[src/rtl/fetch_byte_queue_if.sv]
// Fetch-side bundle: decode handshake, redirect and I-cache fill port of the fetch byte queue.
// master = the queue (producer), slave = the environment driving decode/I-cache responses.
interface fetch_byte_queue_if #(
    parameter int LINE_BYTES = 16
);
    logic                      i_stall;
    logic                      i_redirect_valid;
    logic [31:0]               i_redirect_pc;
    logic                      o_icache_req;
    logic [31:0]               o_icache_addr;
    logic                      i_icache_ack;
    logic [8*LINE_BYTES-1:0]   i_icache_data;
    logic [2:0]                i_len_in;
    logic [39:0]               o_instr_out;
    logic [31:0]               o_pc_out;
    logic [2:0]                o_instr_length_out;
    logic                      o_valid_out;

    modport master (
        input  i_stall, i_redirect_valid, i_redirect_pc, i_icache_ack, i_icache_data, i_len_in,
        output o_icache_req, o_icache_addr, o_instr_out, o_pc_out, o_instr_length_out, o_valid_out
    );

    modport slave (
        output i_stall, i_redirect_valid, i_redirect_pc, i_icache_ack, i_icache_data, i_len_in,
        input  o_icache_req, o_icache_addr, o_instr_out, o_pc_out, o_instr_length_out, o_valid_out
    );
endinterface

[src/rtl/fetch_byte_queue.sv]
// Instruction byte queue between the I-cache and decode: line fills in at the tail,
// variable-length instructions (1..5 bytes) out at the head.
module fetch_byte_queue #(
    parameter int          LINE_BYTES  = 16,
    parameter int          QUEUE_BYTES = 32,
    parameter logic [31:0] RESET_PC    = 32'h0
) (
    input  logic                  clk,
    input  logic                  rst_n,
    fetch_byte_queue_if.master    bus
);
    localparam int          OFF_W     = $clog2(LINE_BYTES);
    localparam int          Q_W       = $clog2(QUEUE_BYTES);
    localparam int          OCC_W     = Q_W + 1;
    localparam logic [31:0] LINE_MASK = ~(32'(LINE_BYTES) - 32'd1);

    typedef enum logic [1:0] {S_IDLE, S_REQ, S_DROP} state_t;

    state_t             r_state;
    state_t             w_state_next;
    logic [OCC_W-1:0]   r_occ;
    logic [Q_W-1:0]     r_head;
    logic [Q_W-1:0]     r_tail;
    logic [31:0]        r_pc;
    logic [31:0]        r_fill_addr;
    logic [31:0]        r_req_addr;
    logic [OFF_W-1:0]   r_skip;
    logic [7:0]         r_mem [QUEUE_BYTES];

    logic [OCC_W-1:0]   w_len;
    logic [OCC_W-1:0]   w_fill_bytes;
    logic [OCC_W-1:0]   w_free;
    logic               w_valid;
    logic               w_consume;
    logic               w_fill;
    logic [31:0]        w_fill_addr_next;
    logic [QUEUE_BYTES-1:0] w_wr_en;
    logic [7:0]         w_wr_byte [QUEUE_BYTES];

    assign w_len        = OCC_W'(bus.i_len_in);
    assign w_fill_bytes = OCC_W'(LINE_BYTES) - OCC_W'(r_skip);
    assign w_free       = OCC_W'(QUEUE_BYTES) - r_occ;
    assign w_valid      = (r_occ >= w_len) && (bus.i_len_in != 3'd0) && !bus.i_redirect_valid;
    assign w_consume    = w_valid && !bus.i_stall;
    // A response that coincides with a redirect belongs to the old path and is dropped.
    assign w_fill       = (r_state == S_REQ) && bus.i_icache_ack && !bus.i_redirect_valid;

    always_comb begin
        w_fill_addr_next = r_fill_addr;
        if (bus.i_redirect_valid)
            w_fill_addr_next = bus.i_redirect_pc & LINE_MASK;
        else if (w_fill)
            w_fill_addr_next = r_fill_addr + 32'(LINE_BYTES);
    end

    always_comb begin
        w_state_next = r_state;
        case (r_state)
            S_IDLE: if (w_free >= OCC_W'(LINE_BYTES)) w_state_next = S_REQ;
            S_REQ: begin
                if (bus.i_icache_ack)          w_state_next = S_IDLE;
                else if (bus.i_redirect_valid) w_state_next = S_DROP;
            end
            S_DROP: if (bus.i_icache_ack) w_state_next = S_IDLE;
            default: w_state_next = S_IDLE;
        endcase
    end

    always_ff @(posedge clk or negedge rst_n) begin
        if (!rst_n) begin
            r_state     <= S_IDLE;
            r_occ       <= '0;
            r_head      <= '0;
            r_tail      <= '0;
            r_pc        <= RESET_PC;
            r_fill_addr <= RESET_PC & LINE_MASK;
            r_req_addr  <= RESET_PC & LINE_MASK;
            r_skip      <= RESET_PC[OFF_W-1:0];
        end else begin
            r_state     <= w_state_next;
            r_fill_addr <= w_fill_addr_next;
            // The request address is latched at launch so a dropped request keeps its stale line.
            if (r_state == S_IDLE && w_state_next == S_REQ)
                r_req_addr <= w_fill_addr_next;
            if (bus.i_redirect_valid) begin
                r_occ  <= '0;
                r_head <= '0;
                r_tail <= '0;
                r_pc   <= bus.i_redirect_pc;
                r_skip <= bus.i_redirect_pc[OFF_W-1:0];
            end else begin
                r_occ <= r_occ + (w_fill ? w_fill_bytes : '0) - (w_consume ? w_len : '0);
                if (w_consume) begin
                    r_head <= r_head + w_len[Q_W-1:0];
                    r_pc   <= r_pc + 32'(bus.i_len_in);
                end
                if (w_fill) begin
                    r_tail <= r_tail + w_fill_bytes[Q_W-1:0];
                    r_skip <= '0;
                end
            end
        end
    end

    // Each queue slot picks its byte from the line by its distance from the tail.
    for (genvar gi = 0; gi < QUEUE_BYTES; gi++) begin : g_wr
        logic [Q_W-1:0]   w_rel;
        logic [OFF_W-1:0] w_src;
        assign w_rel         = Q_W'(gi) - r_tail;
        assign w_src         = r_skip + w_rel[OFF_W-1:0];
        assign w_wr_en[gi]   = w_fill && (OCC_W'(w_rel) < w_fill_bytes);
        assign w_wr_byte[gi] = bus.i_icache_data[8*w_src +: 8];
    end

    always_ff @(posedge clk) begin
        for (int i = 0; i < QUEUE_BYTES; i++) begin
            if (w_wr_en[i]) r_mem[i] <= w_wr_byte[i];
        end
    end

    for (genvar gi = 0; gi < 5; gi++) begin : g_rd
        logic [Q_W-1:0] w_rd_idx;
        assign w_rd_idx                  = r_head + Q_W'(gi);
        assign bus.o_instr_out[8*gi +: 8] = r_mem[w_rd_idx];
    end

    assign bus.o_icache_req       = (r_state != S_IDLE);
    assign bus.o_icache_addr      = r_req_addr;
    assign bus.o_pc_out           = r_pc;
    assign bus.o_instr_length_out = bus.i_len_in;
    assign bus.o_valid_out        = w_valid;
endmodule

[src/flat_wrapper.sv]
// flat-port wrapper written by rule: the top's interface ports become plain ports
module fetch_byte_queue_flat 
#(
    parameter int          LINE_BYTES  = 16,
    parameter int          QUEUE_BYTES = 32,
    parameter logic [31:0] RESET_PC    = 32'h0
)
  (clk, rst_n, bus_i_stall, bus_i_redirect_valid, bus_i_redirect_pc, bus_i_icache_ack, bus_i_icache_data, bus_i_len_in, bus_o_icache_req, bus_o_icache_addr, bus_o_instr_out, bus_o_pc_out, bus_o_instr_length_out, bus_o_valid_out);
  fetch_byte_queue_if #(.LINE_BYTES(LINE_BYTES)) bus_i ();
  input  logic clk;
  input  logic rst_n;
  input wire logic [$bits(bus_i.i_stall)-1:0] bus_i_stall;
  input wire logic [$bits(bus_i.i_redirect_valid)-1:0] bus_i_redirect_valid;
  input wire logic [$bits(bus_i.i_redirect_pc)-1:0] bus_i_redirect_pc;
  input wire logic [$bits(bus_i.i_icache_ack)-1:0] bus_i_icache_ack;
  input wire logic [$bits(bus_i.i_icache_data)-1:0] bus_i_icache_data;
  input wire logic [$bits(bus_i.i_len_in)-1:0] bus_i_len_in;
  output wire logic [$bits(bus_i.o_icache_req)-1:0] bus_o_icache_req;
  output wire logic [$bits(bus_i.o_icache_addr)-1:0] bus_o_icache_addr;
  output wire logic [$bits(bus_i.o_instr_out)-1:0] bus_o_instr_out;
  output wire logic [$bits(bus_i.o_pc_out)-1:0] bus_o_pc_out;
  output wire logic [$bits(bus_i.o_instr_length_out)-1:0] bus_o_instr_length_out;
  output wire logic [$bits(bus_i.o_valid_out)-1:0] bus_o_valid_out;
  assign bus_i.i_stall = bus_i_stall;
  assign bus_i.i_redirect_valid = bus_i_redirect_valid;
  assign bus_i.i_redirect_pc = bus_i_redirect_pc;
  assign bus_i.i_icache_ack = bus_i_icache_ack;
  assign bus_i.i_icache_data = bus_i_icache_data;
  assign bus_i.i_len_in = bus_i_len_in;
  assign bus_o_icache_req = bus_i.o_icache_req;
  assign bus_o_icache_addr = bus_i.o_icache_addr;
  assign bus_o_instr_out = bus_i.o_instr_out;
  assign bus_o_pc_out = bus_i.o_pc_out;
  assign bus_o_instr_length_out = bus_i.o_instr_length_out;
  assign bus_o_valid_out = bus_i.o_valid_out;
  fetch_byte_queue #(.LINE_BYTES(LINE_BYTES), .QUEUE_BYTES(QUEUE_BYTES), .RESET_PC(RESET_PC)) u_core (.clk(clk), .rst_n(rst_n), .bus(bus_i));
endmodule
[config.mk]
export PLATFORM = sky130hd
export DESIGN_NAME = fetch_byte_queue_flat
export DESIGN_NICKNAME = d
export VERILOG_FILES = /design/src/rtl/fetch_byte_queue_if.sv /design/src/rtl/fetch_byte_queue.sv /design/src/flat_wrapper.sv
export SDC_FILE = /design/constraint.sdc
export NUM_CORES = 1
export LEC_CHECK = 0
export CORE_MARGIN = 1.5
export CORE_UTILIZATION = 35
export CTS_CLUSTER_DIAMETER = 40
export DETAILED_ROUTE_END_ITERATION = 7
export GPL_TIMING_DRIVEN = 1
export PLACE_DENSITY = 0.6
export SYNTH_ARGS = -nofsm -noshare
export SYNTH_HDL_FRONTEND = slang
export SYNTH_SLANG_ARGS = --single-unit
[constraint.sdc]
create_clock -name clk -period 3.7 [get_ports clk]
set_input_delay 0.37 -clock clk [delete_from_list [all_inputs] [get_ports clk]]
set_output_delay 0.37 -clock clk [all_outputs]
set_load 0.005 [all_outputs]
==> impl_metrics.toml <==
[outcome]
outcome = "finished, violations left"
violations = "design-rule violations"

[global_routing]
grt_use_met3_pct = 9.01
grt_use_met2_pct = 36.3
busiest_layer = "met2"
grt_remaining_overflow = 0
track_usage_pct = 24.7
grt_max_degree = 66
grt_use_met1_pct = 34.5
grt_pass1_vias = 23800
antenna_found_initial = 4
grt_pass1_wl_mm = 165

[die]
initial_utilization_pct = 35.4
core_um2 = 88500
placementRows = 109
die_x_um = 302
io_pins = 277
die_area_um2 = 91300
die_h_um = 302

[setup_path]
critPathRequiredTime_ns = 3.33
criticalPathCategory = "flip-flop to output port"
critPathArrivalTime_ns = 3.27
cp-end-kind = "output port"
crit_path_max_incr_delay_ns = 0.56
crit_fanout = 16
worst_path_max_delay_cell = "dfrtp_4"
worst_setup_path_start_kind = "flip-flop"
path_cells = "buf_12, ha_1, buf_6, mux2_2, o22ai_1, nor2_2, buf_4, clkdlybuf4s50_1"

[clock_network]
clk_pin_slew_ns = 0.06
cts.sinks = 374
clock_latency_ns = 0.61
cts.htree.levels = 2
numCtsBuffers = 54
cts_root_buffer = "clkbuf_16"
cts_tree = "done"
clockBufferDepth = 3

[drt]
vias_per_cell = 6.29
ant_nets = 0
wl_per_cell_um = 29.8
vias = 24200
wl_mm = 115
drt-initial-drc-count = 2523
first_pass_iters = 8
drc = 10

[placed_design]
port_buffers = 276
dp_slack_ns = -0.0796
hpwl_mm = 87.1
place_inst = 3725
place_congestion = 0.985

[finish]
syn_to_final_growth_pct = 24.3
fin_cells = 3854
nNetsFinal = 2934
drive_above_1_share_pct = 31.2

[synth]
synth_cell_types = 66
yosysSeqAreaShare_pct = 34.0
ys.flop_type = "edfxtp_1"
syn_area_um2 = 31300
yosys_warnings = 0
syn_area_per_cell_um2 = 13.7
syn-num-nets = 2575
ys_ff_latch = 374
synthCells = 2284
synthArstFlopShare_pct = 31.6
synth_edf_count = 256

[timing]
hold_violations = 0
max_slew.worst_pin.slew_ns = 1.04
finalSetupTns_ns = 0
period_needed_ns = 3.64
fmax_mhz = 274
final-setup-viol-count = 0
finalCritPeriodShare_pct = 98.5
final_max_slew_viol_count = 0
grt_setup_unrepaired = "yes"
worst_slack_ns = 0.0552
finClkSkew_ns = 0.0269
maxSlewHeadroom_pct = 30.2

[flow_run]
timing.max_cap.violations = 0

[power_and_ir_drop]
power_leakage_nw = 14.3
total_power_mw = 34.0
power_per_cell_area_nw_per_um2 = 874
irDropWorstVdd_mv = 0.502

[worst_hold_path]
hold_class = "primary input to flip-flop"
[stage by stage]
stage	hold WS, ns	utilization [%]	area, µm²
2_1_floorplan	0.0744	-	31300
3_3_place_gp	0.463	41.0	36300
3_5_place_dp	0.478	41.0	36300
4_1_cts	0.223	43.7	38600
5_1_grt	0.248	44.0	38900
6_report	0.250	44.0	38900
[routing by layer]
layer  wire length (µm)  vias to the layer above  part of all wire, %
li1                   -                    10000                    -
met1              46100                    12500                   40
met2              49900                     1552                   43
met3              15400                      196                   13
met4               3290                        2                  2.9
met5                 13                        -                0.011
[power breakdown]
part / leakage (nW) / switching [mW] / internal (mW) / total, mW
logic: 9.63 / 12.0 / 9.65 / 21.6
clock network: 0.878 / 2.14 / 3.03 / 5.17
registers: 3.75 / 0.782 / 6.46 / 7.24
[sequential cells by signal (all words and copies together) (netlist names)]
| name | count |
|---|---|
| u_core.r_head | 5 |
| u_core.r_skip | 4 |
| u_core.bus.o_icache_addr | 32 |
| u_core.r_occ | 6 |
| u_core.r_fill_addr | 32 |
| u_core.bus.o_pc_out | 32 |
| u_core.r_mem | 256 |
| u_core.r_state | 2 |
| u_core.r_tail | 5 |
[placed cells by master (no fill, tap or decap), types with 11 or more instances in the layout]
master	n
a211oi_1	30
a21o_1	33
a21oi_1	37
a22oi_1	16
buf_12	12
buf_16	12
buf_4	158
clkbuf_16	58
clkdlybuf4s50_1	264
dfrtp_1	115
edfxtp_1	256
ha_1	108
inv_1	80
mux2_2	71
mux2i_1	322
mux4_2	404
nand2_1	108
nand3_1	32
nand4_1	24
nor2_1	63
nor2b_1	17
nor3_1	30
nor4_1	12
o211ai_1	12
o21a_1	21
o21ai_0	30
o22ai_1	26
o311ai_0	11
xnor2_1	54
xnor2_2	11
xor2_1	27
[critical path: cells and delay by family, from the launching register on]
family / cells / cell delay (ns)
buf+inv: 4 / 1.01
mux: 1 / 0.37
flops: 1 / 0.56
simple gates: 1 / 0.12
fa+ha+maj: 1 / 0.35
compound gates: 1 / 0.28
[what timing repair did]
| action | 4_1_cts | 5_1_grt |
|---|---|---|
| pin swaps | 4 | 4 |
| cloned | 10 | 3 |
| hold endpoints to repair | 53 | 0 |
| setup buffers | 2 | 11 |
| resized for setup | 57 | 21 |
| setup endpoints to repair | 39 | 24 |
| hold buffers | 1 | 0 |
[Yosys cell counts (9+ instances only)]
| cell | number | area, µm² |
|---|---|---|
| mux2i_1 | 329 | 3290 |
| a22oi_1 | 16 | 120 |
| buf_1 | 18 | 67.6 |
| buf_2 | 75 | 375 |
| nand3_1 | 32 | 160 |
| nor3_1 | 30 | 150 |
| a21boi_0 | 9 | 67.6 |
| a21oi_1 | 38 | 190 |
| inv_1 | 81 | 304 |
| nand2_1 | 112 | 420 |
| nor2b_1 | 18 | 113 |
| nand2b_1 | 11 | 68.8 |
| clkbuf_1 | 58 | 218 |
| nand4_1 | 24 | 150 |
| dfrtp_1 | 118 | 2950 |
| o31a_1 | 9 | 78.8 |
| mux4_2 | 404 | 9100 |
| o311ai_0 | 11 | 96.3 |
| o22ai_1 | 26 | 163 |
| mux2_2 | 71 | 800 |
| fa_1 | 11 | 220 |
| ha_1 | 112 | 1400 |
| o21ai_0 | 30 | 150 |
| buf_6 | 9 | 101 |
| a21o_1 | 33 | 248 |
| xnor2_1 | 58 | 508 |
| nor4_1 | 12 | 75.1 |
| a211oi_1 | 30 | 225 |
| edfxtp_1 | 256 | 7690 |
| o31ai_1 | 9 | 67.6 |
| xor2_1 | 36 | 315 |
| o21a_1 | 22 | 165 |
| o211ai_1 | 12 | 90.1 |
| nor2_1 | 67 | 251 |
[path summary, 6_finish.rpt]
check                                            startpoint                           end  slack (ns)  depth (start not counted)
worst max register to register             u_core.r_tail[0]            u_core.r_mem[9][3]        0.21                          9
worst max-delay path                       u_core.r_head[2]           bus_o_instr_out[16]        0.06                          8
worst min register to register  u_core.bus.o_icache_addr[5]   u_core.bus.o_icache_addr[5]        0.49                          2
worst min-delay path                   bus_i_redirect_valid               u_core.r_occ[4]        0.25                          2
min in group asynchronous                             rst_n  u_core.bus.o_icache_addr[23]        0.40                          2
max in group asynchronous                             rst_n              u_core.r_tail[2]        2.47                          3
[cell type report]
class | instances | area, µm²
tap | 1165 | 1460
sequential | 374 | 10700
timing repair buffer | 471 | 4810
clock buffer | 59 | 1400
fill | 7871 | 49600
clock inverter | 39 | 415
antenna | 4 | 10.0
multi-input combinational | 1660 | 19900
inverter | 82 | 308
[kinds of logic after synthesis]
family,share of synthesized area [%]
AO/OA/AOI/OAI,6.17
flip-flops,34.0
buffers and inverters,3.60
multiplexers,42.1
adder cells (fa/ha/maj),5.18
AND/OR/NAND/NOR,5.53
XOR/XNOR,3.45
(Power assumes the default switching activity.)
